## config.mk

```make
export PLATFORM = sky130hd
export DESIGN_NAME = seq_gen
export DESIGN_NICKNAME = d
export VERILOG_FILES = /design/src/rtl/seq_gen.sv
export SDC_FILE = /design/constraint.sdc
export NUM_CORES = 1
export LEC_CHECK = 0
export BUFFER_PORTS_ARGS = -buffer_cell sky130_fd_sc_hd__buf_2
export CORE_MARGIN = 1
export CORE_UTILIZATION = 48
export DETAILED_ROUTE_END_ITERATION = 7
export PLACE_DENSITY = 0.72
export SLEW_MARGIN = 30
export SYNTH_ARGS = -nofsm -noshare
export SYNTH_HDL_FRONTEND = slang
export SYNTH_SLANG_ARGS = --single-unit
```

## constraint.sdc

```tcl
create_clock -name clk -period 1.35 [get_ports clk]
set_clock_uncertainty 0.15 [all_clocks]
set_input_delay 0.2025 -clock clk [delete_from_list [all_inputs] [get_ports clk]]
set_output_delay 0.2025 -clock clk [all_outputs]
set_load 0.01 [all_outputs]
```

## src/rtl/seq_gen.sv

```systemverilog
// seq_gen: burst generator emitting repeated 01-10-11 symbol patterns on num,
// each followed by an optional run of extra 11 symbols (hold) and a 00 gap
// between patterns. The burst ends in a one-cycle FIN state with done=1.
//
// Optional feature macro: SEQ_GEN_ABORT_EN
//   When defined, an 'abort' input is added. Sampled high in E1/E2/E3/HOLD/GAP
//   it drops the burst back to IDLE with no done pulse and pat_cnt held.
//   Without the macro the port is absent and bursts always run to completion.
//
// state | meaning
// ------+--------------------------------------------------------------
// IDLE  | waiting for start; num=00, busy=0
// E1    | first symbol of a pattern, num=01
// E2    | second symbol of a pattern, num=10
// E3    | third symbol of a pattern, num=11; pat_cnt counts on entry
// HOLD  | extra 11 symbols, hold cycles long
// GAP   | single 00 separator between patterns
// FIN   | burst complete, done=1 for this one cycle, num=00
module seq_gen #(
  parameter int CNT_W = 4
) (
  input  logic             clk,
  input  logic             rst_n,
  input  logic             start,
  input  logic [CNT_W-1:0] rep,
  input  logic [1:0]       hold,
  output logic [1:0]       num,
  output logic             busy,
  output logic             done,
  output logic [CNT_W-1:0] pat_cnt
`ifdef SEQ_GEN_ABORT_EN
  ,
  input  logic             abort
`endif
);

  typedef enum logic [2:0] {
    IDLE = 3'd0,
    E1   = 3'd1,
    E2   = 3'd2,
    E3   = 3'd3,
    HOLD = 3'd4,
    GAP  = 3'd5,
    FIN  = 3'd6
  } state_t;

  localparam logic [1:0] SYM_00 = 2'b00;
  localparam logic [1:0] SYM_01 = 2'b01;
  localparam logic [1:0] SYM_10 = 2'b10;
  localparam logic [1:0] SYM_11 = 2'b11;

  state_t           state;
  logic [CNT_W-1:0] rep_q;
  logic [1:0]       hold_q;
  logic [1:0]       hold_cnt;
  logic             abort_req;
  logic             in_burst;
  logic             more_pats;

  // abort request source; tied off when the abort feature is not built
`ifdef SEQ_GEN_ABORT_EN
  assign abort_req = abort;
`else
  assign abort_req = 1'b0;
`endif

  // abort only acts in the emitting states; IDLE and FIN ignore it
  assign in_burst = (state == E1) || (state == E2) || (state == E3) ||
                    (state == HOLD) || (state == GAP);

  // pat_cnt already includes the pattern currently in E3/HOLD
  assign more_pats = (pat_cnt != rep_q);

  // sequencer: state, latched config, hold timer and all registered outputs
  always_ff @(posedge clk or negedge rst_n) begin
    if (!rst_n) begin
      state    <= IDLE;
      rep_q    <= '0;
      hold_q   <= '0;
      hold_cnt <= '0;
      num      <= SYM_00;
      busy     <= 1'b0;
      done     <= 1'b0;
      pat_cnt  <= '0;
    end else begin
      done <= 1'b0;
      if (abort_req && in_burst) begin
        state <= IDLE;
        num   <= SYM_00;
        busy  <= 1'b0;
      end else begin
        case (state)
          IDLE: begin
            if (start) begin
              rep_q   <= rep;
              hold_q  <= hold;
              pat_cnt <= '0;
              busy    <= 1'b1;
              if (rep == '0) begin
                // empty burst goes straight to completion, no symbols
                state <= FIN;
                num   <= SYM_00;
                done  <= 1'b1;
              end else begin
                state <= E1;
                num   <= SYM_01;
              end
            end
          end
          E1: begin
            state <= E2;
            num   <= SYM_10;
          end
          E2: begin
            state   <= E3;
            num     <= SYM_11;
            pat_cnt <= pat_cnt + CNT_W'(1);
          end
          E3: begin
            if (hold_q != 2'd0) begin
              // timer counts down to zero; last HOLD cycle sees zero
              state    <= HOLD;
              num      <= SYM_11;
              hold_cnt <= hold_q - 2'd1;
            end else if (more_pats) begin
              state <= GAP;
              num   <= SYM_00;
            end else begin
              state <= FIN;
              num   <= SYM_00;
              done  <= 1'b1;
            end
          end
          HOLD: begin
            if (hold_cnt != 2'd0) begin
              hold_cnt <= hold_cnt - 2'd1;
              num      <= SYM_11;
            end else if (more_pats) begin
              state <= GAP;
              num   <= SYM_00;
            end else begin
              state <= FIN;
              num   <= SYM_00;
              done  <= 1'b1;
            end
          end
          GAP: begin
            state <= E1;
            num   <= SYM_01;
          end
          FIN: begin
            state <= IDLE;
            num   <= SYM_00;
            busy  <= 1'b0;
          end
          default: begin
            state <= IDLE;
            num   <= SYM_00;
            busy  <= 1'b0;
          end
        endcase
      end
    end
  end

endmodule

```

# == Word level (Yosys, flattened, before mapping) ==
# Cells that the tools add are included.
# word_totals
reg_bits,19
in_bits,9
output_inout_bits,8
elab_cells,58
# op_classes
add_sub_neg,3
n_eq_ne,10
n_mux,24
bitwise_logic,1
n_reduce_logical,12
# op_table
cell,count
$pmux 3 s6,1
$mux 2,7
$pmux 2 s6,1
$mux 3,3
$pmux 4 s2,1
$reduce_and 2->1,4
$reduce_bool 2->1,4
$mux 1,7
$eq 3x2->1 const B,2
$eq 3x3->1 const B,2
$reduce_or 5->1,1
$add 4x1->4 const B,1
$logic_not 4->1,1
$mux 4,1
$ne 2x1->1 const B,2
$ne 2x2->1 const B,2
$ne 4x4->1,1
$pmux 2 s2,1
$sub 2x1->2 const B,2
$eq 3x1->1 const B,1
$logic_not 3->1,1
$pmux 1 s3,1
$reduce_and 3->1,1
$pmux 1 s2,1
$not 1->1,1

# == Logic depth before layout (Yosys ltp) ==
# Gate-level depths: netlist (run 1).
# logic_depth
ltp_word,4
mapped_depth,6
mapped_depth_nobuf,4

# == Least setup slack after synthesis (run 1) ==
# No wires, ideal clock.
# synth_timing
path_type,register to register
startpoint,reg state[0]
endpoint,reg pat_cnt[3]
setup_ns,0.129
arrival_time_ns,1.187
required_time_ns,1.071
slack_ns,-0.116
path_stages_with_launch,6
path_buffers,1
synth_period_minus_slack_ns,1.466
cell_sequence,dfrtp_1 -> buf_2 -> nor3_1 -> nand2_1 -> o211ai_1 -> o31ai_1
# synth_via
elab_chain_len,3
elab_cells_between_ends,6
cone_classes,2 x eq/ne; 1 x mux; 3 x reduce/logical
# synth_rtl
element,line_no,rtl
"start, declared",52,state_t state;
"start signal, assigned",77,state <= IDLE;
"start signal, assigned",88,state <= IDLE;
"start signal, assigned",101,state <= FIN;
$eq 3x2->1 or $logic_not 3->1 (tied branches),92,case (state)
$reduce_bool 2->1 (no line) or $ne 2x2->1 (tied branches),-,
$reduce_and 2->1 (no line),-,
"end signal, assigned",117,pat_cnt <= pat_cnt + CNT_W'(1);
"end, declared",30,output logic [CNT_W-1:0] pat_cnt
# Several ways; a longest one is shown, not always the timed one.
# A chain may end at the register's enable or synchronous reset.

# == Worst setup path after layout (run 1) ==
# layout_timing
startpoint,reg state[2]
endpoint,reg hold_cnt[1]
# layout_via
elab_chain_len,3
elab_cells_between_ends,7
cone_classes,4 x eq/ne; 1 x mux; 2 x reduce/logical
# layout_rtl
element,line_no,rtl
$eq 3x3->1 or $eq 3x2->1 (tied branches),92,
$ne 2x1->1 (no line) or $reduce_bool 2->1 (tied branches),-,
$reduce_and 3->1 (no line),-,
"end signal, assigned",124,hold_cnt <= hold_q - 2'd1;
"end signal, assigned",136,hold_cnt <= hold_cnt - 2'd1;
"end, declared",55,logic [1:0] hold_cnt;
# Several ways; a longest one is shown, not always the timed one.

==> key figures, run 1 <==
Final layout
  • Non-Filler Instances: ~190
  • Synth-to-layout area growth: 43.8%
  • # diodes: 0
  • Final Util: approximately 73%
  • Most frequent cells in the layout: nand2_1, buf_4, dfrtp_1, buf_2, a21oi_1
  • Proportion of layout cells with a drive suffix above 1: 37.7%
  • Commonest non-fill, non-tap cell in the layout: nand2_1
  • NumNets Final: 170
  • Post-route cell area: approximately 1400 sq um

Clocking
  • Clk root buf: clkbuf_4
  • Clock sinks: 19
  • Num CTS Buffers: 3
  • Depth of the CTS H-tree: 1
  • Clk_lat worst skew: ~0.30 ns
  • CTS max path bufs: 2
  • CTS clk-pin slew, worst paths: 0.12 ns
  • CTS tree: built

Floorplan
  • Io pins: 17
  • Core outline area: between 1500 and 2000 sq um
  • Num rows: 16
  • Die span in x: approximately 47 um
  • Chip height: roughly 47 um
  • Initial Util: ~51%
  • Die area: between 2000 and 2500 sq um

Worst setup path
  • Worst R2R Path Depth: 4
  • Crit Path Max Fanout: 5
  • Required @ worst endpoint: around 1.4 ns
  • Critical path startpoint category: register
  • CP Capture Type: register
  • FF-to-FF setup slack: -0.16 ns
  • Arrival time worst endpoint: 1.57 ns
  • Crit path to: hold_cnt[1]
  • R2R Path Start: state[2]
  • Reg-to-Reg End: hold_cnt[1]
  • Critical path class: reg2reg
  • Worst Setup SP: state[2]

Timing
  • Final WS setup: -0.163 ns
  • Max-slew headroom: a little over two thirds
  • Fin Hold WS: ~0.048 ns
  • Fin crit share: 112%
  • Min Tclk post-route: 1.51 ns
  • Fmax: 661 MHz
  • Slew Limit Fails: 0
  • Final Hold Viols: 0
  • Final setup TNS: -1.47 ns
  • Worst Tran Pin Value: approximately 0.44 ns
  • Setup repair after global routing missed its margin: true
  • Final Setup Violations: 15

Synth
  • Top cells by area, synth: dfrtp_1, nand2_1, a21oi_1, o21ai_0, xnor2_1
  • Yosys top cell by area: dfrtp_1
  • #FFs+latches synth: 19
  • Synth async-reset ratio: 100%
  • Cell variety after synth: 31
  • Synthesized Nets: 125
  • Cells after Synth: about 120
  • EDFF count, synth: 0
  • Yosys warns: 0
  • Sequential-to-total area share from yosys stat: 47.9%
  • Top cell type's share of synthesized area: between 40% and 50%
  • Post-synthesis area per instance: between 8 and 9 sq um
  • Synth Cell Area: 993 sq um
  • Ys flop type: dfrtp_1

Pwr
  • Leak: approximately 0.67 nW
  • Total power draw: between 3 and 4 mW
  • Maximum VDD drop: between 1000 and 1500 uV
  • Pwr/cell area: about 2200 nW/um^2

Min path
  • Hold path startpoint: rep[2]
  • Worst Hold Class: in2reg

GRT
  • Largest net degree at the start of global routing: 20
  • Vias in the first global route: 930
  • All-Layer GR Usage: around a quarter
  • Initial antenna violation count: 0
  • First-pass GRT wire length: just over 4 mm
  • Grt ovf: 0

Detailed routing
  • # DRC: 0
  • Wirelength per Cell: ~14 um
  • DR vias: slightly above 1,000
  • Routed WL: between 2 and 3 mm
  • Initial DRC count: 18
  • Final ANT Viol Nets: 0
  • DR pass1 iterations: 5
  • Vias/cell: between 5 and 6

Placed design
  • Placed Area: between 1000 and 1500 sq um
  • Gpl congestion: 0.859
  • IO Port Bufs: 16
  • Place WS: -0.172 ns
  • Hpwl dp: around 1.7 mm
  • Placed cells: approximately 170

Outcome
  • Failing checks: negative setup slack
  • Status: finished, violations left

Flow run
  • Max Cap Viol: 0
[flip-flops by register name, summed over array words and instances (netlist names)]
| name | cells |
|---|---|
| rep_q | 4 |
| pat_cnt | 4 |
| state | 3 |
| num | 2 |
| busy | 1 |
| hold_cnt | 2 |
| done | 1 |
| hold_q | 2 |
[worst max-delay path, cell delays in order (launching register included)]
cell and delay (ns):
dfrtp_1 0.42, or3b_4 0.44, mux2_2 0.29, nand2_1 0.06
o21ai_0 0.06
[routing by layer]
metal	global-route usage [%]	up-vias	wire, um
li1	-	496	-
met1	35.6	497	1170
met2	44.1	26	1340
met3	2.64	8	83
met4	11.4	0	51
met5	0	-	0
[what timing repair did]
action                                  in CTS  in global routing
endpoints found under the setup margin      17                 19
buffers inserted                             4                  3
hold buffers                                 4                  0
hold endpoints to repair                    22                  0
gates resized for setup                     12                 11
cloned                                       1                  0
pin swaps                                    2                  1
[cells by family after synthesis]
logic type	Yosys count	synth area share [%]
compound gates	31	18.6
xor+xnor	5	4.41
fa+ha+maj	1	1.26
buf+inv	7	2.90
flops	19	47.9
mux	1	1.13
simple gates	51	23.8
[how the worst min path moves through the flow]
stage | slack [ns] | to | depth (start not counted)
final | 0.05 | rep_q[2] | 4
after global routing | 0.06 | rep_q[2] | 4
after detailed placement | 0.03 | hold_q[1] | 1
after CTS | 0.05 | rep_q[2] | 4
after floorplan | -0.24 | busy | 0
after global placement | 0.01 | hold_cnt[0] | 1
[synth_stat cells, drive strengths merged (2+ instances only)]
master	n
nand3b	2
dfrtp	19
xnor2	4
a21oi	10
inv	2
nand3	5
nand2	29
a31oi	2
o22ai	2
o31ai	4
o21ai	8
nor3b	2
nor3	2
buf	2
nor2	4
clkbuf	3
[cell type report]
class / instances / area (sq um)
multi-input combinational: 90 / 577
fill: 155 / 533
sequential: 19 / 475
timing repair buffer: 44 / 308
tap: 27 / 33.8
clock buffer: 3 / 22.5
inverter: 2 / 7.51
clock inverter: 1 / 5.00
[power by group]
part	switching, mW	internal, mW	leakage (nW)
combinational	0.887	0.889	0.420
clock	0.187	0.111	0.0177
sequential	0.254	0.798	0.236
(Power assumes the default switching activity.)
==> run 2: changes to the inputs <==
--- a/config.mk
+++ b/config.mk
@@ -10,6 +10,7 @@
 export CORE_UTILIZATION = 48
 export DETAILED_ROUTE_END_ITERATION = 7
 export PLACE_DENSITY = 0.72
+export SKIP_LAST_GASP = 1
 export SLEW_MARGIN = 30
 export SYNTH_ARGS = -nofsm -noshare
 export SYNTH_HDL_FRONTEND = slang
==> run 2 against run 1 <==
The run still ends with negative setup slack left. Final area is 0.44% lower. Sequential share of layout area is 0.15 points higher. Via count is 0.39% lower. Critical path depth stayed put. Count of clock-buffer cells in the layout stayed put. Fmax hardly changed. Critical path type unchanged.
==> key figures, run 2 (same netlist as run 1, synthesis figures left out) <==
Clocking
  • CTS clk-pin slew, worst paths: 0.12 ns (about the same)
  • Clk_lat worst skew: 0.30 ns (about the same)
  • Clock sinks: 19 (unchanged)
  • Depth of the CTS H-tree: 1 (unchanged)
  • CTS max path bufs: 2 (unchanged)
  • Num CTS Buffers: 3 (unchanged)
  • Clk root buf: clkbuf_4
  • CTS tree: built

Worst setup path
  • Critical path class: reg2reg
  • Critical Path Max Stage Delay: 0.44 ns (about the same)
  • Crit path to: hold_cnt[1]
  • Reg-to-Reg End: hold_cnt[1]
  • Critical path startpoint category: register
  • R2R Path Start: state[2]
  • Crit Path Max Fanout: 5 (unchanged)
  • Worst R2R Path Depth: 4 (unchanged)
  • Worst Setup SP: state[2]
  • CP Cell Sequence: or3b_4 -> mux2_2 -> nand2_1 -> o21ai_0
  • FF-to-FF setup slack: -0.16 ns (about the same)
  • Required @ worst endpoint: 1.40 ns (about the same)
  • CP Capture Type: register
  • Arrival time worst endpoint: 1.57 ns (about the same)
  • Slowest-stage cell, CP: or3b_4

Placed design
  • IO Port Bufs: 16 (unchanged)
  • Placed cells: 172 (unchanged)
  • Gpl congestion: 0.859 (unchanged)
  • Hpwl dp: 1.70 mm (unchanged)
  • Placed Area: 1240 sq um (unchanged)

Floorplan
  • Io pins: 17 (unchanged)
  • Die area: 2260 sq um (unchanged)
  • Chip height: 47.5 um (unchanged)
  • Initial Util: 50.6% (unchanged)
  • Num rows: 16 (unchanged)
  • Die span in x: 47.5 um (unchanged)
  • Core outline area: 1960 sq um (unchanged)

Final layout
  • NumNets Final: 170 (unchanged)
  • # diodes: 0 (unchanged)
  • Non-Filler Instances: 186 (unchanged)
  • Commonest non-fill, non-tap cell in the layout: nand2_1
  • Synth-to-layout area growth: 43.2%
  • Proportion of layout cells with a drive suffix above 1: 37.7% (unchanged)
  • Most frequent cells in the layout: nand2_1, buf_4, dfrtp_1, buf_2, a21oi_1
  • Post-route cell area: 1420 sq um (-0.44%)
  • Biggest regs: pat_cnt x4, rep_q x4, state x3

Timing
  • Fmax: 661 MHz (about the same)
  • Final Hold Viols: 0 (unchanged)
  • Final Setup Violations: 15 (unchanged)
  • Worst Tran Pin Value: 0.442 ns (-0.000000119 ns)
  • Setup repair after global routing missed its margin: true
  • Slew Limit Fails: 0 (unchanged)
  • Max-slew headroom: 70.6% (about the same)
  • Fin Hold WS: 0.0481 ns (unchanged)
  • Min Tclk post-route: 1.51 ns (+0.000181 ns)
  • Final WS setup: -0.164 ns (-0.000181 ns)
  • Fin crit share: 112% (about the same)
  • Final setup TNS: -1.48 ns (-0.00958 ns)

Detailed routing
  • Final ANT Viol Nets: 0 (unchanged)
  • Wirelength per Cell: 14.1 um (-0.45%)
  • Initial DRC count: 19 (+1)
  • DR vias: 1,023 (-0.39%)
  • Vias/cell: 5.50 (-0.39%)
  • DR pass1 iterations: 5 (unchanged)
  • # DRC: 0 (unchanged)
  • Routed WL: 2.63 mm (-0.45%)

GRT
  • First-pass GRT wire length: 4.08 mm (unchanged)
  • Largest net degree at the start of global routing: 20 (unchanged)
  • Vias in the first global route: 930 (unchanged)
  • Grt ovf: 0 (unchanged)
  • All-Layer GR Usage: 26.6% (unchanged)
  • Initial antenna violation count: 0 (unchanged)

Pwr
  • Maximum VDD drop: 1270 uV (-0.89%)
  • Pwr/cell area: 2180 nW/um^2 (-0.27%)
  • Leak: 0.673 nW (-0.24%)
  • Total power draw: 3.10 mW (-0.70%)

Min path
  • Worst Hold Class: in2reg

Flow run
  • Max Cap Viol: 0 (unchanged)

Outcome
  • Status: finished, violations left
  • Failing checks: negative setup slack
## run 2: per-layer routing
layer	vias to the layer above	share of wire (%)	track usage, %
li1	496	-	-
met1	493	44	35.6
met2	26	51	44.1
met3	8	3.2	2.64
met4	0	1.9	11.4
met5	-	0	0
## run 2: how the worst min path moves through the flow
stage	start	to	cells past startpoint
finish	rep[2]	rep_q[2]	4
floorplan	rst_n	busy	0
detailed placement	rst_n	hold_q[1]	1
global placement	rst_n	hold_cnt[0]	1
global route	rep[2]	rep_q[2]	4
CTS	rep[2]	rep_q[2]	4
## run 2: critical path: cells and delay by family (launching register included)
kind | cells | cell delay (ns)
flip-flops | 1 | 0.42
multiplexers | 1 | 0.29
AO/OA/AOI/OAI | 1 | 0.06
AND/OR/NAND/NOR | 2 | 0.50
## run 2: per-stage QoR
stage                     util, %  setup slack [ns]
after global routing         72.5            -0.230
after global placement       63.1            -0.137
after CTS                    70.2            -0.166
after detailed placement     63.1            -0.172
after floorplan                 -            -0.111
final                        72.5            -0.164
## run 2: layout make-up
class / count / area [sq um]
Timing Repair Buffer: 44 / 308
Fill cell: 156 / 539
Multi-Input combinational cell: 90 / 571
Clock buffer: 3 / 22.5
Clock inverter: 1 / 5.00
Inverter: 2 / 7.51
Tap cell: 27 / 33.8
Sequential cell: 19 / 475
## run 2: power breakdown
group          switching, mW  internal [mW]
Clock                  0.187          0.111
Sequential             0.254          0.798
Combinational          0.873          0.881
## run 2: what timing repair did
action	4_1_cts	5_1_grt
hold buffers	4	0
pin swaps	2	1
hold endpoints to repair	22	0
gates cloned	1	0
buffers inserted	4	3
endpoints found under the setup margin	17	19
resized for setup	11	11
